===== src/rtl/arith_pkg.sv =====
// Shared arithmetic definitions for the multiplier/divider pair.
package arith_pkg;

  // Widths of the sequential divider: 12-bit dividend/quotient, 6-bit divisor/remainder.
  localparam int DIV_WA = 12;
  localparam int DIV_WB = 6;

  // Quotient reported when the divisor is zero.
  localparam logic [DIV_WA-1:0] DIV_DZ_Q = 12'hFFF;

  // Divider control states.
  typedef enum logic [1:0] {
    IDLE = 2'd0,
    RUN  = 2'd1,
    DONE = 2'd2
  } div_state_e;

endpackage


===== src/rtl/divstep_7.sv =====
// One restoring-division step: compare the shifted partial remainder with
// the divisor and subtract when it fits.
module divstep_7 #(
  parameter int WB = 6
) (
  input  logic [WB:0]   pr_in,
  input  logic [WB-1:0] d,
  output logic [WB:0]   pr_out,
  output logic          q_bit
);

  logic [WB:0] d_ext;

  // Restoring step: keep the partial remainder unchanged when the divisor does not fit.
  always_comb begin
    d_ext  = {1'b0, d};
    q_bit  = (pr_in >= d_ext);
    pr_out = q_bit ? (pr_in - d_ext) : pr_in;
  end

endmodule


===== src/rtl/seqdiv_12_6.sv =====
// Sequential restoring divider, one quotient bit per cycle behind a
// start/done handshake. Results hold until the next accepted start.
module seqdiv_12_6
  import arith_pkg::*;
#(
  parameter int WA = DIV_WA,
  parameter int WB = DIV_WB
) (
  input  logic          clk,
  input  logic          rst,
  input  logic          start,
  input  logic [WA-1:0] a,
  input  logic [WB-1:0] b,
  output logic          busy,
  output logic          done,
  output logic          dz,
  output logic [WA-1:0] q,
  output logic [WB-1:0] r
);

  localparam int CW = $clog2(WA);

  div_state_e    state_reg, state_next;
  logic [CW-1:0] count_reg;
  logic [WA-1:0] dvd_reg;   // dividend shift register, consumed MSB first
  logic [WB-1:0] dvs_reg;   // divisor captured at start
  logic [WB:0]   pr_reg;    // partial remainder, one guard bit wide
  logic [WA-1:0] q_reg;
  logic [WB-1:0] r_reg;
  logic          dz_reg;
  logic          busy_reg;
  logic          done_reg;

  logic [WB:0]   pr_shift;
  logic [WB:0]   pr_step;
  logic          q_bit;

  assign pr_shift = {pr_reg[WB-1:0], dvd_reg[WA-1]};

  // Single shared step unit, fed a new dividend bit every RUN cycle.
  divstep_7 #(.WB(WB)) u_step (
    .pr_in  (pr_shift),
    .d      (dvs_reg),
    .pr_out (pr_step),
    .q_bit  (q_bit)
  );

  // State register.
  always_ff @(posedge clk) begin
    if (rst) begin
      state_reg <= IDLE;
    end else begin
      state_reg <= state_next;
    end
  end

  // Next-state logic; a zero divisor skips RUN entirely.
  always_comb begin
    state_next = state_reg;
    case (state_reg)
      IDLE: begin
        if (start) begin
          state_next = (b == '0) ? DONE : RUN;
        end
      end
      RUN: begin
        if (count_reg == '0) begin
          state_next = DONE;
        end
      end
      DONE:    state_next = IDLE;
      default: state_next = IDLE;
    endcase
  end

  // Datapath and registered handshake outputs (driven from next state so
  // they line up with the state they describe).
  always_ff @(posedge clk) begin
    if (rst) begin
      count_reg <= '0;
      dvd_reg   <= '0;
      dvs_reg   <= '0;
      pr_reg    <= '0;
      q_reg     <= '0;
      r_reg     <= '0;
      dz_reg    <= 1'b0;
      busy_reg  <= 1'b0;
      done_reg  <= 1'b0;
    end else begin
      busy_reg <= (state_next != IDLE);
      done_reg <= (state_next == DONE);
      case (state_reg)
        IDLE: begin
          if (start) begin
            dvd_reg   <= a;
            dvs_reg   <= b;
            pr_reg    <= '0;
            r_reg     <= '0;
            count_reg <= CW'(WA - 1);
            if (b == '0) begin
              q_reg  <= WA'(DIV_DZ_Q);
              dz_reg <= 1'b1;
            end else begin
              q_reg  <= '0;
              dz_reg <= 1'b0;
            end
          end
        end
        RUN: begin
          dvd_reg <= {dvd_reg[WA-2:0], 1'b0};
          pr_reg  <= pr_step;
          q_reg   <= {q_reg[WA-2:0], q_bit};
          if (count_reg == '0) begin
            // Guard bit is always clear after the last step.
            r_reg <= pr_step[WB-1:0];
          end else begin
            count_reg <= count_reg - 1'b1;
          end
        end
        default: begin
        end
      endcase
    end
  end

  assign busy = busy_reg;
  assign done = done_reg;
  assign dz   = dz_reg;
  assign q    = q_reg;
  assign r    = r_reg;

endmodule


===== config.mk =====
export PLATFORM = sky130hd
export DESIGN_NAME = seqdiv_12_6
export DESIGN_NICKNAME = d
export VERILOG_FILES = /design/src/rtl/arith_pkg.sv /design/src/rtl/divstep_7.sv /design/src/rtl/seqdiv_12_6.sv
export SDC_FILE = /design/constraint.sdc
export NUM_CORES = 1
export LEC_CHECK = 0
export CAP_MARGIN = 40
export CORE_MARGIN = 2
export CORE_UTILIZATION = 55
export CTS_BUF_LIST = sky130_fd_sc_hd__clkbuf_2
export CTS_CLUSTER_SIZE = 25
export DETAILED_ROUTE_END_ITERATION = 8
export DONT_BUFFER_PORTS = 1
export PLACE_DENSITY_LB_ADDON = 0.3
export REMOVE_ABC_BUFFERS = 1
export SKIP_CTS_REPAIR_TIMING = 1
export SYNTH_ARGS = -nofsm -noshare
export SYNTH_HDL_FRONTEND = slang
export SYNTH_SLANG_ARGS = --single-unit

===== constraint.sdc =====
create_clock -name clk -period 3.1 [get_ports clk]
set_input_delay 0.62 -clock clk [delete_from_list [all_inputs] [get_ports clk]]
set_output_delay 0.62 -clock clk [all_outputs]
set_load 0.005 [all_outputs]

# After elaboration in Yosys (flattened, before gate mapping)
# Cells that the tools add are included.
# Widths: inputs -> output; s select.
[totals] register_bits=51 out_inout_bits=21 wordCells=46
[classes] addsub=2 n_lt_le_gt_ge=1 n_eq_ne=5 muxes=19 n_reduce_logical=9
[op_table] op="$pmux 12 s2" count=2
[op_table] op="$mux 12" count=3
[op_table] op="$mux 6" count=4
[op_table] op="$pmux 6 s2" count=2
[op_table] op="$mux 4" count=2
[op_table] op="$pmux 4 s2" count=1
[op_table] op="$ge 7x6->1" count=1
[op_table] op="$logic_not 6->1" count=1
[op_table] op="$mux 2" count=3
[op_table] op="$ne 2x2->1 const B" count=3
[op_table] op="$reduce_and 3->1" count=2
[op_table] op="$sub 6x6->6" count=1
[op_table] op="$logic_not 4->1" count=1
[op_table] op="$pmux 2 s2" count=1
[op_table] op="$reduce_and 2->1" count=2
[op_table] op="$reduce_bool 2->1" count=2
[op_table] op="$sub 4x1->4 const B" count=1
[op_table] op="$eq 2x1->1 const B" count=1
[op_table] op="$eq 2x2->1 const B" count=1
[op_table] op="$logic_not 2->1" count=1
[op_table] op="$mux 1" count=1

# Logic depth before layout (Yosys ltp)
# Gate-level depths: netlist (run 1).
[logic_depth] word_depth=5 mapped_depth=9 ltp_nobuf=8

# Modules after synthesis
# From an unflattened synthesis (run 1), not the netlist that was laid out.
[hier_totals] hier_cells=283 hier_area_um2=2446.1
[modules_own_cells] module="seqdiv_12_6" instances=1 cells_each=229 area_per_inst_um2=2023.2
[modules_own_cells] module="divstep_7" instances=1 cells_each=54 area_per_inst_um2=422.9

# Worst setup path after synthesis (run 1)
# OpenSTA, ideal clock, no wires.
[synth_timing] path_type="reg2reg" startpoint="reg dvs_reg[3]" endpoint="reg r_reg[1] (netlist: r[1])" setup_ns=0.121 arrival_ns=1.805 required_time_ns=2.979 setup_slack_ns=1.174 path_stages_with_launch=10 path_buffers=1 period_less_slack_ns=1.926 cell_sequence="dfxtp_1 -> inv_1 -> ha_1 -> a21o_1 -> a21oi_4 -> o21ai_2 -> a211o_1 -> buf_6 -> mux2i_1 -> o21ai_1"
[synth_between] elab_chain_cells=4
[synth_lines] item="start: declaration" line="seqdiv_12_6.sv:26" rtl="logic [WB-1:0] dvs_reg;"
[synth_lines] item="start signal: assignment" line="seqdiv_12_6.sv:82" rtl="dvs_reg <= '0;"
[synth_lines] item="start signal: assignment" line="seqdiv_12_6.sv:96" rtl="dvs_reg <= b;"
[synth_lines] item="$ge 7x6->1" line="divstep_7.sv:17" rtl="q_bit = (pr_in >= d_ext);"
[synth_lines] item="$mux 6" line="divstep_7.sv:18" rtl="pr_out = q_bit ? (pr_in - d_ext) : pr_in;"
[synth_lines] item="$mux 6" line="seqdiv_12_6.sv:113" rtl="if (count_reg == '0) begin"
[synth_lines] item="$pmux 6 s2" line="seqdiv_12_6.sv:92" rtl="case (state_reg)"
[synth_lines] item="end signal: assignment" line="seqdiv_12_6.sv:115" rtl="r_reg <= pr_step[WB-1:0];"
[synth_lines] item="end: declaration" line="seqdiv_12_6.sv:29" rtl="logic [WB-1:0] r_reg;"
# Every way passes these cells. The select of a mux whose other input is x is not followed.
# A chain may end at the register's enable or synchronous reset.

# Final worst setup path (run 1)
[layout_timing] startpoint="reg dvd_reg[11]" endpoint="reg r_reg[0] (netlist: r[0])"
[layout_between] elab_chain_cells=4
[layout_lines] item="start: declaration" line="seqdiv_12_6.sv:25" rtl="logic [WA-1:0] dvd_reg;"
[layout_lines] item="start signal: assignment" line="seqdiv_12_6.sv:110" rtl="dvd_reg <= {dvd_reg[WA-2:0], 1'b0};"
[layout_lines] item="$sub 6x6->6 or $ge 7x6->1 (tied branches)" line="divstep_7.sv:18, divstep_7.sv:17"
[layout_lines] item="$mux 6 *" line="divstep_7.sv:18"
[layout_lines] item="$mux 6 *" line="seqdiv_12_6.sv:113"
[layout_lines] item="$pmux 6 s2 *" line="seqdiv_12_6.sv:92"
# Mark *: on every way between the ends. The rest lies on a longest branch, timed or not. The select of a mux whose other input is x is not followed.

==> summary.md, run 1 <==
| Metric | Value |
|---|---|
| Run status | finished, final reports clean |
| Layout cells sized above 1 | 0.0573 |
| Synthesized cell area | 2340 µm² |
| Sequential fraction of design power | 0.544 |
| Final Slew Violations | 0 |
| Worst Hold Path EP | dvd_reg[7] |
| WS Path Type | reg -> reg |
| Setup Skew | 0.0300 ns |
| Area Overhead vs Synth | 2.46% |
| Tot Pwr | 0.00143 W |
| ANT cells | 0 |
| Top_reg_cell synth | dfxtp_1 |
| # setup viols final | 0 |
| Crit Path Max Fanout | 4 |
| Worst-path clk slew | 0.26 ns |
| Clock power frac | 0.187 |
| Gr usage total | 0.206 |
| TritonCTS buffer count | 5 |
| DR vias | 1916 |
| Min-Delay Path Depth | 1 |
| Std cell rows | 23 |
| R2R setup slack | 0.98 ns |
| I/O pins | 42 |
| Detailed Place HPWL | 3360 µm |
| Worst Path Required | 3.46 ns |
| Max-cap viol count | 0 |
| Critical path depth | 8 |
| RSZ-0062 raised after global routing | false |
| P_sw | 0.000491 W |
| Multi-input gate area | 1190 µm² |
| CORE AREA | 4060 µm² |
| Fmax | 0.472 GHz |
| Final period util | 0.684 |
| CTS Root Cell | clkbuf_2 |
| Worst r2r src | dvd_reg[11] |
| GP Congestion | 0.799 |
| DR DRC count | 0 |
| Largest net degree at the start of global routing | 49 |
| Nature of the critical path endpoint | register |
| Router iterations before antenna repair | 4 |
| Avg WL per Cell | 14.8 µm |
| FILL cells | 364 |
| TNS Setup | 0 ns |
| Flops & latches, synth | 51 |
| Worst EP arrival | 2.48 ns |
| Slew headroom | 0.636 |
| Top delay family on crit path | compound AO/OA/AOI/OAI gates |
| Final min period | 2.12 ns |
| Initial Util | 0.578 |
| Final WL | 4880 µm |
| Yosys Warn Count | 0 |
| First-pass GRT wire length | 8150 µm |
| Final design utilization | 0.592 |
| Peak VDD IR | 0.279 mV |
| Nets@finish | 308 |
| Least-Margin Pin Slew | 0.545 ns |
| R2r endpoint | r[0] |
| EDFF count, synth | 0 |
| Switching Fraction | 0.343 |
| Initial antenna violation count | 0 |
| WP buf/inv | 1 |
| Sequential Area | 1020 µm² |
| Slowest cell delay on critical path | 0.41 ns |
| Critical-path cell list | inv_1 > ha_1 > or2b_1 > a21oi_1 > o21ai_2 > a211oi_2 > mux2i_1 > o31ai_1 |
| Cells after Synth | 284 |
| Worst skew pair latency | 0.45 ns |
| Int Pwr | 0.000942 W |
| Register area share after synthesis | 0.436 |
| Distinct cells, synth | 45 |
| Grt ovf | 0 |
| R2R cell count | 8 |
| H-tree Lvls | 2 |
| Hold Crit Start | rst |
| DR iter-0 viols | 155 |
| Syn Area/Cell | 8.25 µm² |
| Die footprint | 4800 µm² |
| Clock tree from TritonCTS | yes |
| Die Y | 69.3 µm |
| Antenna Nets Post-Route | 0 |
| Logic gate share of total power | 0.269 |
| HP Class | in -> reg |
| Worst setup SP type | register |
| DR vias/cell | 5.82 |
| Crit path max-delay cell type | a211oi_2 |
| Die W | 69.3 µm |
| Maximum clock path buffer count | 2 |
| Pwr per Cell Area | 597 nW/µm² |
| Pleak | 0.950 nW |
| Asr flop ratio synth | 0 |
| Number of global-route vias before repair | 1809 |
| Clk sinks | 51 |
| Port Buffer Count | 0 |
| Final hold viol count | 0 |
## cell type report
cell class,count,area share
clock buffers,5,0.0104
inverters,15,0.0234
clock inverters,3,0.00834
multi-input cells,202,0.497
repair buffers,3,0.00938
well taps,50,0.0261
flip-flops and latches,51,0.425
## through the flow
step                hold slack [ns]  instance area [µm²]  setup slack (ns)  cells
floorplan                     0.443                 2270              1.10    268
global placement              0.460                 2360              1.05    321
detailed placement            0.464                 2360             0.985    321
CTS                           0.158                 2400             0.968    329
global route                  0.138                 2400             0.807    329
finish                        0.200                 2400             0.979    329
## worst max-delay path by stage
stage                start         to  slack (ns)
2_1_floorplan        start  pr_reg[3]        1.10
5_1_grt        dvd_reg[11]       r[1]        0.81
6_report       dvd_reg[11]       r[0]        0.98
4_1_cts        dvd_reg[11]       r[0]        0.97
3_3_place_gp   dvd_reg[11]       r[0]        1.05
3_5_place_dp   dvd_reg[11]       r[0]        0.98
## power groups by stage
stage | Clock [W] | Combinational [W] | Sequential, W
after global placement | 0 | 0.000377 | 0.000790
after CTS | 0.000280 | 0.000386 | 0.000779
after detailed placement | 0 | 0.000384 | 0.000792
after global routing | 0.000301 | 0.000435 | 0.000789
after floorplan | 0 | 0.000316 | 0.000778
final | 0.000268 | 0.000386 | 0.000779
## cells in the final DEF (no fill, tap or decap), types with 2 or more instances in the layout
master and n:
nor2_1 53, dfxtp_1 51, a21oi_1 22, nand2_1 19, nor3_1 15, inv_1 14
a211oi_1 14, o22ai_1 11, ha_1 8, mux2i_1 7, nor4_1 5, clkbuf_2 5
nand3_1 4, xor2_1 4, o21ai_1 4, nand4_1 4, o21ai_0 3, buf_4 3
a31oi_1 2, a211o_1 2, o31ai_1 2, a21boi_0 2, nand2b_1 2
## cells in the mapped netlist, types with 3 or more instances
master | n | area [µm²]
buf_2 | 4 | 20.0
mux2i_1 | 7 | 70.1
xor2_1 | 4 | 35.0
a211oi_1 | 14 | 105
o22ai_1 | 11 | 68.8
a21oi_1 | 22 | 110
nand3_1 | 4 | 20.0
clkbuf_1 | 10 | 37.5
ha_1 | 8 | 100
dfxtp_1 | 51 | 1020
nor4_1 | 5 | 31.3
nor2_1 | 53 | 199
o21ai_1 | 4 | 20.0
nor3_1 | 15 | 75.1
nand2_1 | 19 | 71.3
nand4_1 | 4 | 25.0
inv_1 | 14 | 52.6
o21ai_0 | 3 | 15.0
## metal layers
metal  vias up  track usage  part of all wire
met1       889        0.259              0.46
met2        37        0.329              0.47
met3         6       0.0683             0.055
li1        984            -                 -
met5         -            0                 0
met4         0       0.0763             0.013
## cell families (layout without fill, tap and decap cells)
kind of cell,count (synthesis),count (layout),share of synthesized area
muxes,7,7,0.0299
buffers and inverters,31,26,0.0550
AOI/OAI and AO/OA,71,71,0.198
and+or+nand+nor,110,110,0.211
xor gates and xnor gates,5,5,0.0187
adders and majority gates,9,9,0.0513
DFF,51,51,0.436
No activity file was read; power rests on OpenSTA's default activity.
==> run 2: changes to the inputs <==
==> constraint.sdc (replaced) <==
create_clock -name clk -period 2 [get_ports clk]
set_input_delay 0.4 -clock clk [delete_from_list [all_inputs] [get_ports clk]]
set_output_delay 0.4 -clock clk [all_outputs]
set_load 0.005 [all_outputs]
==> summary.md, run 2 (same netlist as run 1, synthesis figures left out) <==
| Metric | Value |
|---|---|
| Run status | finished, final reports clean |
| Least-Margin Pin Slew | 0.523 ns (-0.0224 ns) |
| FILL cells | 334 (-8.2%) |
| Avg WL per Cell | 15.5 µm (+4.9%) |
| Gr usage total | 0.215 (+0.00943) |
| Die W | 69.3 µm (unchanged) |
| H-tree Lvls | 2 (unchanged) |
| TritonCTS buffer count | 5 (unchanged) |
| Slew headroom | 0.651 (+0.0150) |
| DR vias | 2041 (+6.5%) |
| Clock power frac | 0.216 (+0.029) |
| Clock tree from TritonCTS | yes |
| Antenna Nets Post-Route | 0 (unchanged) |
| Fmax | 0.514 GHz (+8.9%) |
| GP Congestion | 0.878 (+10%) |
| Critical-path cell list | inv_1 > ha_4 > buf_4 > nand3_2 > o21ai_4 > and2b_2 > a211o_1 > o21ai_0 |
| WS Path Type | reg -> reg |
| Post-Layout Cell Count | 344 (+4.6%) |
| Switching Fraction | 0.330 (-0.0123) |
| Worst Path Required | 2.38 ns (-1.08 ns) |
| Clk sinks | 51 (unchanged) |
| Placed Cells incl. Taps | 333 (+3.7%) |
| Slowest cell delay on critical path | 0.37 ns (-0.04 ns) |
| Die Y | 69.3 µm (unchanged) |
| Die footprint | 4800 µm² (unchanged) |
| # setup viols final | 0 (unchanged) |
| Detailed Place HPWL | 3570 µm (+6.2%) |
| Area Overhead vs Synth | 12.3% |
| Logic gate share of total power | 0.302 (+0.033) |
| Critical Path End | r[5] |
| Final min period | 1.95 ns (-0.174 ns) |
| Worst r2r src | dvs_reg[3] |
| Final WL | 5350 µm (+9.7%) |
| Nature of the critical path endpoint | register |
| Grt ovf | 0 (unchanged) |
| R2R cell count | 8 (unchanged) |
| DR vias/cell | 5.93 (+1.9%) |
| Router iterations before antenna repair | 4 (unchanged) |
| Worst skew pair latency | 0.43 ns (-0.02 ns) |
| Port Buffer Count | 0 (unchanged) |
| CORE AREA | 4060 µm² (unchanged) |
| I/O pins | 42 (unchanged) |
| Maximum clock path buffer count | 2 (unchanged) |
| Setup Skew | 0.00670 ns (-0.0233 ns) |
| Worst setup SP type | register |
| R2R setup slack | 0.05 ns (-0.93 ns) |
| Int Pwr | 0.00168 W (+79%) |
| Largest net degree at the start of global routing | 49 (unchanged) |
| Pleak | 1.05 nW (+10%) |
| R2r endpoint | r[5] |
| Most common cell after layout, fill and taps aside | nor2_1 |
| Initial antenna violation count | 0 (unchanged) |
| Most frequent cells in the layout | nor2_1 (53), dfxtp_1 (49), a21oi_1 (21) |
| ANT cells | 0 (unchanged) |
| Layout cells sized above 1 | 0.139 (+0.0821) |
| Max-cap viol count | 0 (unchanged) |
| Final Slew Violations | 0 (unchanged) |
| Peak VDD IR | 0.578 mV (+110%) |
| First-pass GRT wire length | 8460 µm (+3.8%) |
| DR DRC count | 0 (unchanged) |
| Std cell rows | 23 (unchanged) |
| Nets@finish | 323 (+4.9%) |
| Final hold viol count | 0 (unchanged) |
| Final period util | 0.973 (+0.289) |
| Crit path max-delay cell type | dfxtp_1 |
| Tot Pwr | 0.00251 W (+75%) |
| Worst-path clk slew | 0.25 ns (about the same) |
| Number of global-route vias before repair | 1846 (+2.0%) |
| Pwr per Cell Area | 955 nW/µm² (+60%) |
| DR iter-0 viols | 145 (-6.5%) |
| Sequential fraction of design power | 0.482 (-0.062) |
| Crit Path Max Fanout | 3 (-1) |
| Initial Util | 0.578 (unchanged) |
| CP startpoint | dvs_reg[3] |
| Worst EP arrival | 2.33 ns (-0.15 ns) |
| P_sw | 0.000830 W (+69%) |
| CTS Root Cell | clkbuf_2 |
| HP Class | in -> reg |
## run 2: cell count changes in the layout (fill, tap and decap cells not counted), sizes merged
cell / previous run / this run
clkinvlp: 1 / 0
inv: 15 / 16
dlygate4sd3: 0 / 1
bufinv: 0 / 1
clkinv: 2 / 1
buf: 3 / 17
## run 2: final cells by class
class	count	area, µm²	share of cell area
clock buffer	5	25.0	0.00951
clock inverter	3	42.5	0.0162
multi-input combinational	202	1270	0.483
inverter	15	56.3	0.0214
sequential	51	1020	0.389
tap	50	62.6	0.0238
timing repair buffer	18	150	0.0570
## run 2: metrics by stage
step	hold slack (ns)	setup TNS, ns	instance area, µm²	setup slack [ns]	utilization
after floorplan	0.443	0	2270	0.0701	-
after global placement	0.459	0	2450	0.0141	0.603
after detailed placement	0.471	-0.0546	2450	-0.0278	0.603
after CTS	-0.0278	-0.149	2510	-0.0443	0.619
after global routing	0.0124	-0.0518	2630	-0.0477	0.649
final	0.0494	0	2630	0.0530	0.649
## run 2: worst max-delay path, delay by kind of cell (launching register included)
family / cells / cell delay, ns
compound gates: 3 / 0.71
fa+ha+maj: 1 / 0.27
buf+inv: 2 / 0.18
flops: 1 / 0.37
simple gates: 2 / 0.38
## run 2: routing by layer
| layer | routed length (µm) | vias up | GRT usage |
|---|---|---|---|
| met5 | 0 | - | 0 |
| met1 | 2380 | 939 | 0.276 |
| met2 | 2530 | 73 | 0.342 |
| met4 | 96 | 0 | 0.0850 |
| met3 | 346 | 15 | 0.0625 |
| li1 | - | 1014 | - |
## run 2: how the worst min path moves through the flow
stage	startpoint	end	slack, ns	cells past startpoint
floorplan	r[1]	r[1]	0.44	2
global placement	dz	dz	0.46	2
detailed placement	dz	dz	0.47	2
CTS	rst	dvd_reg[3]	-0.03	1
global route	rst	r[0]	0.01	1
finish	rst	r[0]	0.05	1
## run 2: power groups by stage
stage | sequential, W | combinational [W] | clock, W
after floorplan | 0.00121 | 0.000490 | 0
after global placement | 0.00122 | 0.000639 | 0
after detailed placement | 0.00123 | 0.000655 | 0
after CTS | 0.00121 | 0.000657 | 0.000556
after global routing | 0.00123 | 0.000833 | 0.000594
final | 0.00121 | 0.000759 | 0.000543
==> run 3: changes to the inputs <==
--- a/config.mk
+++ b/config.mk
@@ -7,11 +7,12 @@
 export LEC_CHECK = 0
 export CAP_MARGIN = 40
 export CORE_MARGIN = 2
-export CORE_UTILIZATION = 55
+export CORE_UTILIZATION = 65
 export CTS_BUF_LIST = sky130_fd_sc_hd__clkbuf_2
 export CTS_CLUSTER_SIZE = 25
 export DETAILED_ROUTE_END_ITERATION = 8
 export DONT_BUFFER_PORTS = 1
+export HOLD_SLACK_MARGIN = 0.12
 export PLACE_DENSITY_LB_ADDON = 0.3
 export REMOVE_ABC_BUFFERS = 1
 export SKIP_CTS_REPAIR_TIMING = 1
==> summary.md, run 3 (same netlist as run 1, synthesis figures left out) <==
| Metric | Value |
|---|---|
| Run status | finished with violations |
| Top delay family on crit path | compound AO/OA/AOI/OAI gates |
| R2r endpoint | r[2] |
| Area post-placement | 2450 µm² (+0.10%) |
| GP Congestion | 0.848 (-3.4%) |
| Met2 WL | 2660 µm (+5.1%) |
| RSZ-0062 raised after global routing | true |
| Worst EP arrival | 2.41 ns (+0.08 ns) |
| WP buf/inv | 1 (-1) |
| Initial Util | 0.691 (+0.114) |
| Detailed Place HPWL | 3580 µm (+0.24%) |
| Min-Delay Path Depth | 2 (+1) |
| Grt ovf | 0 (unchanged) |
| Worst r2r src | dvd_reg[11] |
| Final worst slack | -0.00421 ns (-0.0572 ns) |
| DR vias | 2096 (+2.7%) |
| Slowest cell delay on critical path | 0.40 ns (+0.03 ns) |
| Failing checks | negative setup slack |
| DR iter-0 viols | 248 (+71%) |
| Maximum clock path buffer count | 2 (unchanged) |
| Clk sinks | 51 (unchanged) |
| FILL cells | 221 (-34%) |
| Peak VDD IR | 0.456 mV (-21%) |
| Die Y | 64.0 µm (-7.5%) |
| H-tree Lvls | 2 (unchanged) |
| DR DRC count | 0 (unchanged) |
| Fmax | 0.499 GHz (-2.9%) |
| DR vias/cell | 6.02 (+1.5%) |
| DRT met1 WL | 2340 µm (-1.6%) |
| Critical-path cell list | inv_2 > ha_4 > or2b_1 > a21oi_2 > o21ai_4 > a211o_4 > mux2i_4 > o21ai_1 |
| Max-cap viol count | 0 (unchanged) |
| Crit Path Max Fanout | 7 (+4) |
| Worst Hold Path EP | r[5] |
| R2R setup slack | -0.004 ns (-0.06 ns) |
| Layout cells sized above 1 | 0.139 (-0.000383) |
| Worst-path clk slew | 0.25 ns (about the same) |
| Least-Margin Pin Slew | 0.327 ns (-0.196 ns) |
| ANT cells | 0 (unchanged) |
| Final Slew Violations | 0 (unchanged) |
| CTS Root Cell | clkbuf_2 |
| Final hold viol count | 0 (unchanged) |
| Gr usage total | 0.261 (+0.0452) |
| First-pass GRT wire length | 8490 µm (+0.40%) |
| Sequential Area | 1020 µm² (+0.12%) |
| Setup Skew | 0.0200 ns (+0.0133 ns) |
| Worst setup SP type | register |
| Number of global-route vias before repair | 1997 (+8.2%) |
| Area Overhead vs Synth | 14.5% |
| Std cell rows | 21 (-8.7%) |
| TritonCTS buffer count | 5 (unchanged) |
| Final period util | 1.00 (+0.0286) |
| Pleak | 1.07 nW (+1.8%) |
| Pwr per Cell Area | 903 nW/µm² (-5.4%) |
| Max Used Layer | met4 |
| Multi-input gate area | 1270 µm² (-0.20%) |
| Slew headroom | 0.781 (+0.131) |
| Most frequent cells in the layout | nor2_1 (53), dfxtp_1 (48), a21oi_1 (21) |
| Largest net degree at the start of global routing | 49 (unchanged) |
| Final design utilization | 0.792 (+0.143) |
| Most common cell after layout, fill and taps aside | nor2_1 |
| Final WL | 5500 µm (+2.7%) |
| WS Path Type | reg -> reg |
| Worst skew pair latency | 0.47 ns (+0.04 ns) |
| Hold Crit Start | rst |
| Avg WL per Cell | 15.8 µm (+1.6%) |
| Clock tree from TritonCTS | yes |
| WL met3 | 415 µm (+20%) |
| R2R cell count | 8 (unchanged) |
| Final Cell Area | 2680 µm² (+1.9%) |
| CORE AREA | 3390 µm² (-16%) |
| Final min period | 2.00 ns (+0.0572 ns) |
| Die W | 64.0 µm (-7.5%) |
| Router iterations before antenna repair | 4 (unchanged) |
| Crit path max-delay cell type | a211o_4 |
| Worst Path Required | 2.41 ns (+0.03 ns) |
| HP Class | in -> reg |
| Nets@finish | 331 (+2.5%) |
| I/O pins | 42 (unchanged) |
| Die footprint | 4100 µm² (-15%) |
| Antenna Nets Post-Route | 0 (unchanged) |
| Tot Pwr | 0.00242 W (-3.5%) |
| Nature of the critical path endpoint | register |
| Port Buffer Count | 0 (unchanged) |
| # setup viols final | 1 (+1) |
| Initial antenna violation count | 0 (unchanged) |
-- run 3: area by class of cell --
class,instances,area share
Tap cell,46,0.0214
Timing Repair Buffer,26,0.0858
Clock inverter,3,0.00746
Inverter,15,0.0210
Multi-Input combinational cell,202,0.473
Clock buffer,5,0.00932
Sequential cell,51,0.382
-- run 3: worst max path at each step --
stage | depth (start not counted) | slack, ns | from | end
3_5_place_dp | 8 | -0.1 | dvd_reg[11] | r[2]
4_1_cts | 8 | -0.14 | dvd_reg[11] | r[2]
6_report | 8 | -0.004 | dvd_reg[11] | r[2]
3_3_place_gp | 8 | 0.02 | dvd_reg[11] | r[2]
5_1_grt | 8 | -0.10 | dvd_reg[11] | pr_reg[2]
2_1_floorplan | 8 | 0.07 | dvs_reg[3] | r[1]
-- run 3: layer usage --
layer  vias up  GRT usage
met5         -          0
met3        10     0.0775
li1       1041          -
met4         0      0.114
met2        67      0.418
met1       978      0.324
-- run 3: report_power, final --
part           switching, W  total, W  leakage (nW)  internal, W
clock network      0.000336  0.000420        0.0266    0.0000838
logic              0.000429  0.000796         0.619     0.000367
registers         0.0000833   0.00121         0.421      0.00113
total              0.000848   0.00242          1.07      0.00158
-- run 3: stage by stage --
stage / setup TNS [ns] / instances / setup slack, ns / hold WS (ns)
after detailed placement: -0.284 / 330 / -0.0990 / 0.463
final: -0.00421 / 348 / -0.00421 / 0.0857
after global placement: 0 / 330 / 0.0244 / 0.458
after CTS: -0.575 / 338 / -0.136 / -0.0434
after global routing: -0.590 / 348 / -0.102 / 0.117
after floorplan: 0 / 268 / 0.0701 / 0.443
-- run 3: worst reg2reg max path, cell delays in order, from the launching register on --
cell and delay [ns]:
dfxtp_2 0.39, inv_2 0.05, ha_4 0.21, or2b_1 0.25, a21oi_2 0.19, o21ai_4 0.10, a211o_4 0.40, mux2i_4 0.21
o21ai_1 0.14
